## src/rtl/latch_bank_write_seq_if.sv

```systemverilog
// Request/latch-control bundle for the operand latch write sequencer.
// master drives requests, slave (the sequencer) drives the latch controls.
interface latch_bank_write_seq_if #(
   parameter int WIDTH = 8,
   parameter int NREGS = 4,
   parameter int AW    = 2
);
   logic             wr_valid;
   logic             wr_ready;
   logic [AW-1:0]    wr_addr;
   logic [WIDTH-1:0] wr_data;
   logic             clr_req;
   logic             clr_ack;
   logic             busy;
   logic [WIDTH-1:0] lat_d;
   logic [NREGS-1:0] lat_gate;
   logic             lat_reset_b;

   modport master (
      output wr_valid, wr_addr, wr_data, clr_req,
      input  wr_ready, clr_ack, busy, lat_d, lat_gate, lat_reset_b
   );

   modport slave (
      input  wr_valid, wr_addr, wr_data, clr_req,
      output wr_ready, clr_ack, busy, lat_d, lat_gate, lat_reset_b
   );
endinterface

```

## src/rtl/latch_bank_write_seq.sv

```systemverilog
// Write/clear sequencer producing registered, glitch-free D/GATE/RESET_B
// controls for a bank of level-sensitive operand latches.
module latch_bank_write_seq #(
   parameter int WIDTH       = 8,
   parameter int NREGS       = 4,
   parameter int AW          = 2,
   parameter int GATE_CYCLES = 1,
   parameter int HOLD_CYCLES = 1,
   parameter int CLR_CYCLES  = 2
) (
   input logic clk,
   input logic rst,
   latch_bank_write_seq_if.slave bus
);
   localparam int MAXGH = (GATE_CYCLES > HOLD_CYCLES) ? GATE_CYCLES : HOLD_CYCLES;
   localparam int MAXC  = (MAXGH > CLR_CYCLES) ? MAXGH : CLR_CYCLES;
   localparam int CW    = $clog2(MAXC + 1);

   typedef enum logic [2:0] {
      S_IDLE, S_SETUP, S_PULSE, S_HOLD, S_CLEAR, S_RECOVER
   } state_t;

   state_t           state_q, state_d;
   logic [CW-1:0]    cnt_q, cnt_d;
   logic [AW-1:0]    addr_q, addr_d;
   logic             from_rst_q, from_rst_d;
   logic [WIDTH-1:0] lat_d_q, lat_d_d;
   logic [NREGS-1:0] gate_q, gate_d;
   logic             rstb_q, rstb_d;
   logic             ready_q, ready_d;
   logic             ack_q, ack_d;
   logic             busy_q, busy_d;

   // Out-of-range addresses decode to no gate, so the write is silently dropped.
   function automatic logic [NREGS-1:0] decode(input logic [AW-1:0] a);
      logic [NREGS-1:0] g;
      g = '0;
      for (int i = 0; i < NREGS; i++)
         if (a == AW'(i)) g[i] = 1'b1;
      return g;
   endfunction

   always_comb begin
      state_d    = state_q;
      cnt_d      = cnt_q;
      addr_d     = addr_q;
      from_rst_d = from_rst_q;
      lat_d_d    = lat_d_q;
      gate_d     = '0;
      rstb_d     = 1'b1;
      ready_d    = 1'b0;
      ack_d      = 1'b0;
      case (state_q)
         S_IDLE: begin
            if (bus.clr_req) begin
               state_d    = S_CLEAR;
               cnt_d      = CW'(CLR_CYCLES - 1);
               from_rst_d = 1'b0;
               rstb_d     = 1'b0;
            end else if (bus.wr_valid && ready_q) begin
               // Data goes out a full cycle before the gate rises (setup).
               state_d = S_SETUP;
               addr_d  = bus.wr_addr;
               lat_d_d = bus.wr_data;
            end else begin
               ready_d = 1'b1;
            end
         end
         S_SETUP: begin
            state_d = S_PULSE;
            cnt_d   = CW'(GATE_CYCLES - 1);
            gate_d  = decode(addr_q);
         end
         S_PULSE: begin
            if (cnt_q == '0) begin
               state_d = S_HOLD;
               cnt_d   = CW'(HOLD_CYCLES - 1);
            end else begin
               cnt_d  = cnt_q - 1'b1;
               gate_d = decode(addr_q);
            end
         end
         S_HOLD: begin
            if (cnt_q == '0) begin
               state_d = S_IDLE;
               ready_d = !bus.clr_req;
            end else begin
               cnt_d = cnt_q - 1'b1;
            end
         end
         S_CLEAR: begin
            if (cnt_q == '0) begin
               state_d = S_RECOVER;
               ack_d   = !from_rst_q;
            end else begin
               cnt_d  = cnt_q - 1'b1;
               rstb_d = 1'b0;
            end
         end
         S_RECOVER: begin
            state_d = S_IDLE;
            ready_d = !bus.clr_req;
         end
         default: state_d = S_IDLE;
      endcase
      busy_d = (state_d != S_IDLE);
   end

   always_ff @(posedge clk) begin
      if (rst) begin
         state_q    <= S_CLEAR;
         cnt_q      <= CW'(CLR_CYCLES - 1);
         addr_q     <= '0;
         from_rst_q <= 1'b1;
         lat_d_q    <= '0;
         gate_q     <= '0;
         rstb_q     <= 1'b0;
         ready_q    <= 1'b0;
         ack_q      <= 1'b0;
         busy_q     <= 1'b1;
      end else begin
         state_q    <= state_d;
         cnt_q      <= cnt_d;
         addr_q     <= addr_d;
         from_rst_q <= from_rst_d;
         lat_d_q    <= lat_d_d;
         gate_q     <= gate_d;
         rstb_q     <= rstb_d;
         ready_q    <= ready_d;
         ack_q      <= ack_d;
         busy_q     <= busy_d;
      end
   end

   assign bus.wr_ready    = ready_q;
   assign bus.clr_ack     = ack_q;
   assign bus.busy        = busy_q;
   assign bus.lat_d       = lat_d_q;
   assign bus.lat_gate    = gate_q;
   assign bus.lat_reset_b = rstb_q;
endmodule

```

## src/flat_wrapper.sv

```systemverilog
// flat-port wrapper written by rule: the top's interface ports become plain ports
module latch_bank_write_seq_flat 
#(
   parameter int WIDTH       = 8,
   parameter int NREGS       = 4,
   parameter int AW          = 2,
   parameter int GATE_CYCLES = 1,
   parameter int HOLD_CYCLES = 1,
   parameter int CLR_CYCLES  = 2
)
  (clk, rst, bus_wr_valid, bus_wr_addr, bus_wr_data, bus_clr_req, bus_wr_ready, bus_clr_ack, bus_busy, bus_lat_d, bus_lat_gate, bus_lat_reset_b);
  latch_bank_write_seq_if #(.WIDTH(WIDTH), .NREGS(NREGS), .AW(AW)) bus_i ();
  input logic clk;
  input logic rst;
  input wire logic [$bits(bus_i.wr_valid)-1:0] bus_wr_valid;
  input wire logic [$bits(bus_i.wr_addr)-1:0] bus_wr_addr;
  input wire logic [$bits(bus_i.wr_data)-1:0] bus_wr_data;
  input wire logic [$bits(bus_i.clr_req)-1:0] bus_clr_req;
  output wire logic [$bits(bus_i.wr_ready)-1:0] bus_wr_ready;
  output wire logic [$bits(bus_i.clr_ack)-1:0] bus_clr_ack;
  output wire logic [$bits(bus_i.busy)-1:0] bus_busy;
  output wire logic [$bits(bus_i.lat_d)-1:0] bus_lat_d;
  output wire logic [$bits(bus_i.lat_gate)-1:0] bus_lat_gate;
  output wire logic [$bits(bus_i.lat_reset_b)-1:0] bus_lat_reset_b;
  assign bus_i.wr_valid = bus_wr_valid;
  assign bus_i.wr_addr = bus_wr_addr;
  assign bus_i.wr_data = bus_wr_data;
  assign bus_i.clr_req = bus_clr_req;
  assign bus_wr_ready = bus_i.wr_ready;
  assign bus_clr_ack = bus_i.clr_ack;
  assign bus_busy = bus_i.busy;
  assign bus_lat_d = bus_i.lat_d;
  assign bus_lat_gate = bus_i.lat_gate;
  assign bus_lat_reset_b = bus_i.lat_reset_b;
  latch_bank_write_seq #(.WIDTH(WIDTH), .NREGS(NREGS), .AW(AW), .GATE_CYCLES(GATE_CYCLES), .HOLD_CYCLES(HOLD_CYCLES), .CLR_CYCLES(CLR_CYCLES)) u_core (.clk(clk), .rst(rst), .bus(bus_i));
endmodule
```

## config.mk

```make
export PLATFORM = sky130hd
export DESIGN_NAME = latch_bank_write_seq_flat
export DESIGN_NICKNAME = d
export VERILOG_FILES = /design/src/rtl/latch_bank_write_seq_if.sv /design/src/rtl/latch_bank_write_seq.sv /design/src/flat_wrapper.sv
export SDC_FILE = /design/constraint.sdc
export NUM_CORES = 1
export LEC_CHECK = 0
export ABC_CLOCK_PERIOD_IN_PS = 2000
export CELL_PAD_IN_SITES_DETAIL_PLACEMENT = 2
export CELL_PAD_IN_SITES_GLOBAL_PLACEMENT = 2
export CORE_ASPECT_RATIO = 1.5
export CORE_MARGIN = 5
export CORE_UTILIZATION = 36
export DETAILED_ROUTE_END_ITERATION = 7
export DONT_BUFFER_PORTS = 1
export GPL_TIMING_DRIVEN = 0
export PLACE_DENSITY = 0.72
export SYNTH_ARGS = -nofsm -noshare
export SYNTH_HDL_FRONTEND = slang
export SYNTH_SLANG_ARGS = --single-unit
```

## constraint.sdc

```tcl
create_clock -name clk -period 2 [get_ports clk]
set_input_delay 0.3 -clock clk [delete_from_list [all_inputs] [get_ports clk]]
set_output_delay 0.3 -clock clk [all_outputs]
set_load 0.005 [all_outputs]
```

==> results of run 1 <==
-- state kept, by name (all words and copies together), names as in the netlist, 2 cells and up --
register	cells
u_core.bus.lat_d	8
u_core.bus.lat_gate	4
u_core.state_q	3
u_core.addr_q	2
u_core.cnt_q	2
-- worst max-delay path, delay by kind of cell, from the launching register on --
| family | cells | cell delay (ns) |
|---|---|---|
| flip-flops | 1 | 0.39 |
| buffers and inverters | 2 | 0.25 |
| adder cells (fa/ha/maj) | 1 | 0.20 |
| AO/OA/AOI/OAI | 4 | 0.94 |
-- cell usage in the layout (no fill, tap or decap), types with 2 or more instances in the layout --
cell	count
nor2_1	16
nand2_1	4
or3b_1	2
ha_1	3
inv_1	5
clkbuf_1	2
buf_2	2
nor4_1	2
a21oi_1	3
a211oi_1	4
clkbuf_8	3
dfxtp_1	24
and3_1	2
a21o_1	2
buf_6	2
mux2i_1	11
-- timing repair --
action,4_1_cts,5_1_grt
setup buffers,0,0
setup endpoints to repair,0,1
resized for setup,0,1
hold endpoints to repair,0,0
-- power breakdown --
part           internal, W  switching [W]  total [W]  leakage (nW)
logic             0.000150       0.000203   0.000353         0.199
clock network     0.000134       0.000142   0.000276        0.0216
registers         0.000519      0.0000279   0.000547         0.194
total             0.000803       0.000373    0.00118         0.415
-- through the flow --
| stage | area (sq um) | setup TNS (ns) | util (%) |
|---|---|---|---|
| after floorplan | 1042 | 0 | - |
| after global placement | 1091 | 0 | 38.25 |
| after detailed placement | 1091 | 0 | 38.25 |
| after CTS | 1132 | 0 | 39.69 |
| after global routing | 1139 | -0.02275 | 39.91 |
| final | 1139 | 0 | 39.91 |
-- kinds of logic (layout without fill, tap and decap cells) --
family / count (synthesis) / after routing / share of synthesized area [%]
compound gates: 17 / 17 / 12.73
mux: 12 / 12 / 11.65
fa+ha+maj: 3 / 3 / 3.602
simple gates: 34 / 34 / 18.73
flops: 24 / 24 / 46.10
xor+xnor: 1 / 1 / 0.8405
buf+inv: 12 / 15 / 6.363
-- area by class of cell --
type,count,area share [%]
Tap cell,39,4.286
Sequential cell,24,42.20
Multi-Input combinational cell,67,44.07
Inverter,5,1.648
Buffer,7,4.176
Clock buffer,3,3.626
-- routing by layer --
layer | share of wire (%) | vias up | track usage (%)
li1 | - | 362 | -
met1 | 38 | 361 | 13.03
met2 | 54 | 20 | 21.97
met3 | 6.7 | 4 | 2.941
met4 | 1.9 | 0 | 3.836
met5 | 0 | - | 0
-- how the worst max path moves through the flow --
stage | start | endpoint | slack, ns | cells past startpoint
after floorplan | u_core.cnt_q[0]$_SDFFE_PP1P_ | u_core.cnt_q[1]$_SDFFE_PP0P_ | 0.32 | 7
after CTS | u_core.cnt_q[0]$_SDFFE_PP1P_ | u_core.cnt_q[1]$_SDFFE_PP0P_ | 0.1 | 7
after detailed placement | u_core.cnt_q[0]$_SDFFE_PP1P_ | u_core.cnt_q[1]$_SDFFE_PP0P_ | 0.11 | 7
final | u_core.cnt_q[0]$_SDFFE_PP1P_ | u_core.cnt_q[1]$_SDFFE_PP0P_ | 0.07 | 7
after global placement | u_core.cnt_q[0]$_SDFFE_PP1P_ | u_core.cnt_q[1]$_SDFFE_PP0P_ | 0.19 | 7
after global routing | u_core.cnt_q[0]$_SDFFE_PP1P_ | u_core.cnt_q[1]$_SDFFE_PP0P_ | -0.02 | 7
==> results.tsv, run 1 <==
metric	value	unit
Vias	747	
Max VDD drop	478.8	uV
CTS H-tree depth	1	
CP arrival	2.05	ns
Slew Limit Fails	0	
Synth warnings	0	
post-DR wirelength/cell	16.26	microns
status	finished clean	
row count	24	
CTS max path bufs	2	
Clk Latency, worst-skew pair	0.26	ns
largest net degree at the start of global routing	13	
1st-pass router iterations	2	
Hold EP	u_core.bus.wr_ready$_SDFF_PP0_	
pre-CTS setup slack	0.1134	ns
vias per cell	5.152	
Max stage delay on crit path	0.39	ns
Final ANT Viol Nets	0	
Slew headroom	69.28	%
Die W	53.93	microns
clock sink total	24	
max cap viols	0	
Avg Inst Size Synth	10.12	sq um
GR Overflow Total	0	
Yosys top cell area share	46.10	%
first-pass GRT wire length	3781	microns
Nets	125	
Slew @ Worst Pin	0.4609	ns
commonest cells in the synthesized netlist	dfxtp_1 (24), nor2_1 (16), mux2i_1 (11)	
Worst Setup End Kind	flip-flop	
hold_buf cts	0	
part of the cycle the worst path needs	96.29	%
CP required	2.12	ns
reg2reg setup slack	0.07	ns
CTS clock-pin slew for the worst setup and hold paths	0.08	ns
Layout Cells excl Fill	145	
Clock Skew	0.005411	ns
share of synthesized registers carrying an async set or reset	0	%
CP Launch Type	flip-flop	
I/O pins	30	
initial antenna violation count	0	
sequential-to-total area share from yosys stat	46.10	%
Hold WS	0.1275	ns
critical path cell sequence	inv_1 > ha_1 > clkbuf_4 > a21o_1 > a221o_1 > a311oi_2 > a211oi_1	
Cells after Synth	103	
Hold Path Class	in -> reg	
Worst Hold Launch	bus_clr_req	
Worst Path Class, Setup	reg -> reg	
hold path cells	1	
fillcell total	322	
core area	0.002853	sq mm
register area	480.5	sq um
power after layout	0.001176	W
final-report hold violation count	0	
Fmax	519.3	MHz
count leader, synth	dfxtp_1	
routed wire length	2357	microns
root buf cell	clkbuf_8	
die height	75.90	microns
critical path fanouts, max	8	
n_diodes	0	
Leak	0.4154	nW
Cells after DPL	142	
CTS tree	built	
layout cells sized above 1	16.04	%
# DRC	0	
vias in the first global route	794	
Post-synth EDFFs	0	
Final min period	1.926	ns
post-synthesis cell area	0.001042	sq mm
die area	0.004093	sq mm
synth top area cells	dfxtp_1 (46%), mux2i_1 (11%), nor2_1 (5.8%)	
Seq cells post-synth	24	
Setup Viol. Count Final	0	
area delta synth->final	9.243	%
Total GRT Usage	12.17	%
Top FF cell, synth	dfxtp_1	
Starting Density	36.54	%
setup ws final	0.07423	ns
Reg2Reg Depth	7	
Netlist cell types	34	
post-synth net total	120	
Initial DRC Count	4	
leading area contributor after synthesis	dfxtp_1	
RR Startpoint	u_core.cnt_q[0]$_SDFFE_PP1P_	
power per cell area	1033	mW/mm^2
Critical R2R Capture	u_core.cnt_q[1]$_SDFFE_PP0P_	
slowest CP cell	dfxtp_1	
Detail Placement HPWL	1806	microns
Inserted Clock Buffers	3	
number of port buffers	0	
gpl congestion	0.7087	
area occupied by multi-input gates	501.7	sq um
Power figures use the tool's default switching activity.
==> run 2: changes to the inputs <==
- ABC_CLOCK_PERIOD_IN_PS: 2000 -> 2300
- CORE_UTILIZATION: 36 -> 39
- PLACE_DENSITY: 0.72 -> 0.77
- clock period: 2 -> 2.3 ns (I/O delays scaled with it)
==> run 2 against run 1 <==
Utilization grew 3.8 points. Sequential share of layout area shrank 0.18 points. Largest power group unchanged. Non-clock buffer count is the same. Cell area grew 0.44%. Critical endpoint unchanged. Global-route usage grew 1.6 points. Die area shrank 6.5%.
==> results.tsv, run 2 (same netlist as run 1, synthesis figures left out) <==
metric	value	unit
RR Startpoint	u_core.cnt_q[0]$_SDFFE_PP1P_	
layout cells sized above 1	15.89	%
hold_buf cts	0	
switching share of power	30.16	%
largest net degree at the start of global routing	14	
Slew headroom	66.41	%
Max stage delay on crit path	0.40	ns
Hold WS	0.1587	ns
number of port buffers	0	
CTS tree	built	
critical path cell sequence	inv_1 > ha_1 > clkbuf_4 > a21o_1 > a221o_1 > a311oi_1 > a211oi_1	
gpl congestion	0.7595	
Net Sw Power	0.0003130	W
Clk Latency, worst-skew pair	0.26	ns
Vias	757	
Inserted Clock Buffers	3	
Max VDD drop	495.1	uV
final-report hold violation count	0	
reg2reg setup slack	0.45	ns
CTS max path bufs	2	
Nets	125	
Clock Skew	0.003675	ns
Slew @ Worst Pin	0.5039	ns
WP buf/inv	2	
first-pass GRT wire length	3788	microns
post-DR wirelength/cell	16.20	microns
root buf cell	clkbuf_8	
Fmax	541.0	MHz
routed wire length	2333	microns
Leak	0.4211	nW
commonest non-fill, non-tap cell in the layout	dfxtp_1	
part of the cycle the worst path needs	80.36	%
Die W	52.21	microns
vias in the first global route	752	
CP required	2.44	ns
Initial DRC Count	13	
max reg flops	8	
Critical R2R Capture	u_core.cnt_q[1]$_SDFFE_PP0P_	
GR Overflow Total	0	
CTS clock-pin slew for the worst setup and hold paths	0.08	ns
CP Launch Type	flip-flop	
post-CTS setup buffer count	0	
vias per cell	5.257	
die height	73.32	microns
Detail Placement HPWL	1795	microns
power per cell area	907.4	mW/mm^2
row count	23	
Slew Limit Fails	0	
die area	0.003828	sq mm
Starting Density	39.80	%
status	finished clean	
n_diodes	0	
pre-CTS setup slack	0.4560	ns
slowest CP cell	dfxtp_1	
Hold EP	u_core.bus.wr_ready$_SDFF_PP0_	
I/O pins	30	
Reg2Reg Depth	7	
most frequent cells in the layout	dfxtp_1 (24), nor2_1 (16), mux2i_1 (11)	
Util after Layout	43.67	%
Hold Path Class	in -> reg	
setup ws final	0.4517	ns
Final ANT Viol Nets	0	
# DRC	0	
Total GRT Usage	13.72	%
CTS H-tree depth	1	
Crit path max-delay family	compound AO/OA/AOI/OAI gates	
critical path fanouts, max	8	
Final min period	1.848	ns
power after layout	0.001038	W
Gate power share	26.8	%
clock power share	27.2	%
post-CTS resize count	0	
area delta synth->final	9.724	%
setup TNS	0	ns
Worst Path Class, Setup	reg -> reg	
Pint	0.0007247	W
initial antenna violation count	0	
core area	0.002619	sq mm
1st-pass router iterations	3	
RSZ-0062 raised after global routing	false	
hold path cells	1	
clock sink total	24	
CP arrival	1.98	ns
max cap viols	0	
part of the power in registers	46.0	%
Worst Setup End Kind	flip-flop	
Worst Hold Launch	bus_clr_req	
Setup Viol. Count Final	0	
run 2: cell types whose count changed in the layout (fill, tap and decap cells not counted), sizes merged:
cell / change
clkbuf: +1
run 2: worst max-delay path by stage:
| stage | from | to | slack [ns] | depth (start not counted) |
|---|---|---|---|---|
| finish | u_core.cnt_q[0]$_SDFFE_PP1P_ | u_core.cnt_q[1]$_SDFFE_PP0P_ | 0.45 | 7 |
| CTS | u_core.cnt_q[0]$_SDFFE_PP1P_ | u_core.cnt_q[1]$_SDFFE_PP0P_ | 0.44 | 7 |
| global route | u_core.cnt_q[0]$_SDFFE_PP1P_ | u_core.cnt_q[1]$_SDFFE_PP0P_ | 0.35 | 7 |
| detailed placement | u_core.cnt_q[0]$_SDFFE_PP1P_ | u_core.cnt_q[1]$_SDFFE_PP0P_ | 0.46 | 7 |
| floorplan | u_core.cnt_q[0]$_SDFFE_PP1P_ | u_core.cnt_q[1]$_SDFFE_PP0P_ | 0.62 | 7 |
| global placement | u_core.cnt_q[0]$_SDFFE_PP1P_ | u_core.cnt_q[1]$_SDFFE_PP0P_ | 0.49 | 7 |
run 2: power by group through the flow:
stage                     clock network, W  registers, W  logic [W]
after floorplan                          0      0.000480   0.000225
after global placement                   0      0.000485   0.000269
after detailed placement                 0      0.000488   0.000282
after CTS                         0.000298      0.000479   0.000284
after global routing              0.000312      0.000482   0.000306
final                             0.000282      0.000478   0.000278
run 2: metal layers:
layer  vias up  track usage, %  part of all wire, %
met2        22           23.92                   52
met3         5           3.245                  5.6
li1        365               -                    -
met1       365           14.50                   40
met5         -               0                    0
met4         0           8.523                  2.7
run 2: area by class of cell:
cell class / count / area (sq um)
inverter: 5 / 18.77
tap: 37 / 46.29
buffer: 7 / 47.55
sequential: 24 / 480.5
fill: 289 / 1475
multi-input combinational: 67 / 495.5
clock buffer: 4 / 55.05
run 2: through the flow:
step / std cells / cell area, sq um
2_1_floorplan: 103 / 1042
3_3_place_gp: 140 / 1089
3_5_place_dp: 140 / 1089
4_1_cts: 144 / 1144
5_1_grt: 144 / 1144
6_report: 144 / 1144
==> run 3: changes to the inputs <==
- ABC_CLOCK_PERIOD_IN_PS: 2300 -> 1600
- CORE_UTILIZATION: 39 -> 33
- PLACE_DENSITY: 0.77 -> 0.69
- clock period: 2.3 -> 1.6 ns (I/O delays scaled with it)
==> run 3 against run 2 <==
Sequential share of layout area decreased by 3.5 points. Die area increased by 15%. Routed wire length increased by 14%. Non-clock buffer count increased by 9. Register-to-register slack got worse by 0.44 ns. Clock power increased by 48%. Worst setup slack got worse by 0.44 ns. First-iteration DRC count unchanged. Via count increased by 7.8%.
==> results.tsv, run 3 (same netlist as run 1, synthesis figures left out) <==
metric	value	unit
Leak	0.4721	nW
status	finished clean	
critical path fanouts, max	7	
Worst Setup End Kind	flip-flop	
Max VDD drop	520.5	uV
layout cells sized above 1	31.03	%
Max stage delay on crit path	0.38	ns
Hold WS	0.05743	ns
vias in the first global route	920	
row count	25	
initial antenna violation count	0	
Final min period	1.592	ns
hold path cells	1	
gpl congestion	0.7444	
CTS tree	built	
power after layout	0.001669	W
CP arrival	1.74	ns
Total GRT Usage	12.49	%
final-report hold violation count	0	
clock sink total	24	
Setup Viol. Count Final	0	
power per cell area	1322	mW/mm^2
slowest CP cell	dfxtp_4	
Vias	816	
GR Overflow Total	0	
area delta synth->final	21.13	%
area occupied by multi-input gates	533.0	sq um
Clk Latency, worst-skew pair	0.27	ns
core area	0.003097	sq mm
Inserted Clock Buffers	3	
Util after Layout	40.77	%
CTS max path bufs	2	
Worst Path Class, Setup	reg -> reg	
part of the cycle the worst path needs	99.48	%
Clock Skew	0.005020	ns
CTS H-tree depth	1	
Fmax	628.3	MHz
post-DR wirelength/cell	17.08	microns
Detail Placement HPWL	1790	microns
routed wire length	2665	microns
most frequent cells in the layout	dfxtp_1 (21), nor2_1 (16), mux2i_1 (10)	
Slew Limit Fails	0	
max cap viols	0	
Hold Path Class	in -> reg	
Starting Density	33.66	%
WP buf/inv	1	
I/O pins	30	
n_diodes	0	
1st-pass router iterations	2	
number of port buffers	0	
first-pass GRT wire length	4409	microns
Levels on crit path	5	
RSZ-0062 raised after global routing	true	
max reg flops	8	
Initial DRC Count	13	
root buf cell	clkbuf_8	
largest net degree at the start of global routing	14	
CP required	1.75	ns
Reg2Reg Depth	5	
CTS clock-pin slew for the worst setup and hold paths	0.09	ns
vias per cell	5.231	
Final ANT Viol Nets	0	
Nets	134	
CP Launch Type	flip-flop	
# DRC	0	
Die W	55.89	microns
Slew @ Worst Pin	0.4904	ns
die height	78.83	microns
critical path cell sequence	or2_4 > nor4_4 > buf_6 > mux2i_2 > nor2_1	
fillcell total	327	
Crit path max-delay family	simple AND/OR/NAND/NOR gates	
die area	0.004405	sq mm
commonest non-fill, non-tap cell in the layout	dfxtp_1	
Slew headroom	67.31	%
register area	486.7	sq um
## run 3: worst reg2reg max path, cell delays in order (launching register included)
cell	delay, ns
dfxtp_4	0.38
or2_4	0.26
nor4_4	0.37
buf_6	0.19
mux2i_2	0.22
nor2_1	0.06
## run 3: area by class of cell
class / instances / area share [%]
buffer: 6 / 3.171
clock buffer: 4 / 4.361
inverter: 5 / 1.487
multi-input combinational: 67 / 42.22
sequential: 24 / 38.55
tap: 40 / 3.964
timing repair buffer: 10 / 6.244
## run 3: metal layers
layer,track usage (%),wire [microns]
met5,0,0
met2,22.39,1515
met3,3.902,165
met1,13.82,948
met4,4.276,35
## run 3: final timing paths
path / start / end / slack [ns]
max: u_core.state_q[1]$_SDFF_PP0_ / u_core.addr_q[0]$_SDFFE_PP0P_ / 0.008
min: bus_clr_req / u_core.bus.wr_ready$_SDFF_PP0_ / 0.06
max reg2reg: u_core.state_q[1]$_SDFF_PP0_ / u_core.addr_q[0]$_SDFFE_PP0P_ / 0.008
min reg2reg: u_core.from_rst_q$_SDFFE_PP1P_ / u_core.bus.clr_ack$_SDFF_PP0_ / 0.44
## run 3: per-stage QoR
stage	TNS (ns)	setup slack [ns]	instances	cell area, sq um
floorplan	-0.02346	-0.02346	103	1050
global placement	-0.4273	-0.1115	143	1100
detailed placement	-0.7210	-0.1508	143	1100
CTS	-0.04994	-0.04994	151	1205
global route	-0.4351	-0.06623	156	1262
finish	0	0.008375	156	1262
## run 3: what timing repair did
action / 4_1_cts / 5_1_grt
pin swaps: 6 / 7
hold buffers: 0 / 0
gates cloned: 0 / 1
endpoints found under the setup margin: 6 / 16
setup buffers: 4 / 5
gates resized for setup: 6 / 9
## run 3: power by group
part | total (W) | switching, W | internal (W)
Sequential | 0.000682 | 0.0000301 | 0.000651
Clock | 0.000417 | 0.000197 | 0.000220
Combinational | 0.000570 | 0.000293 | 0.000278
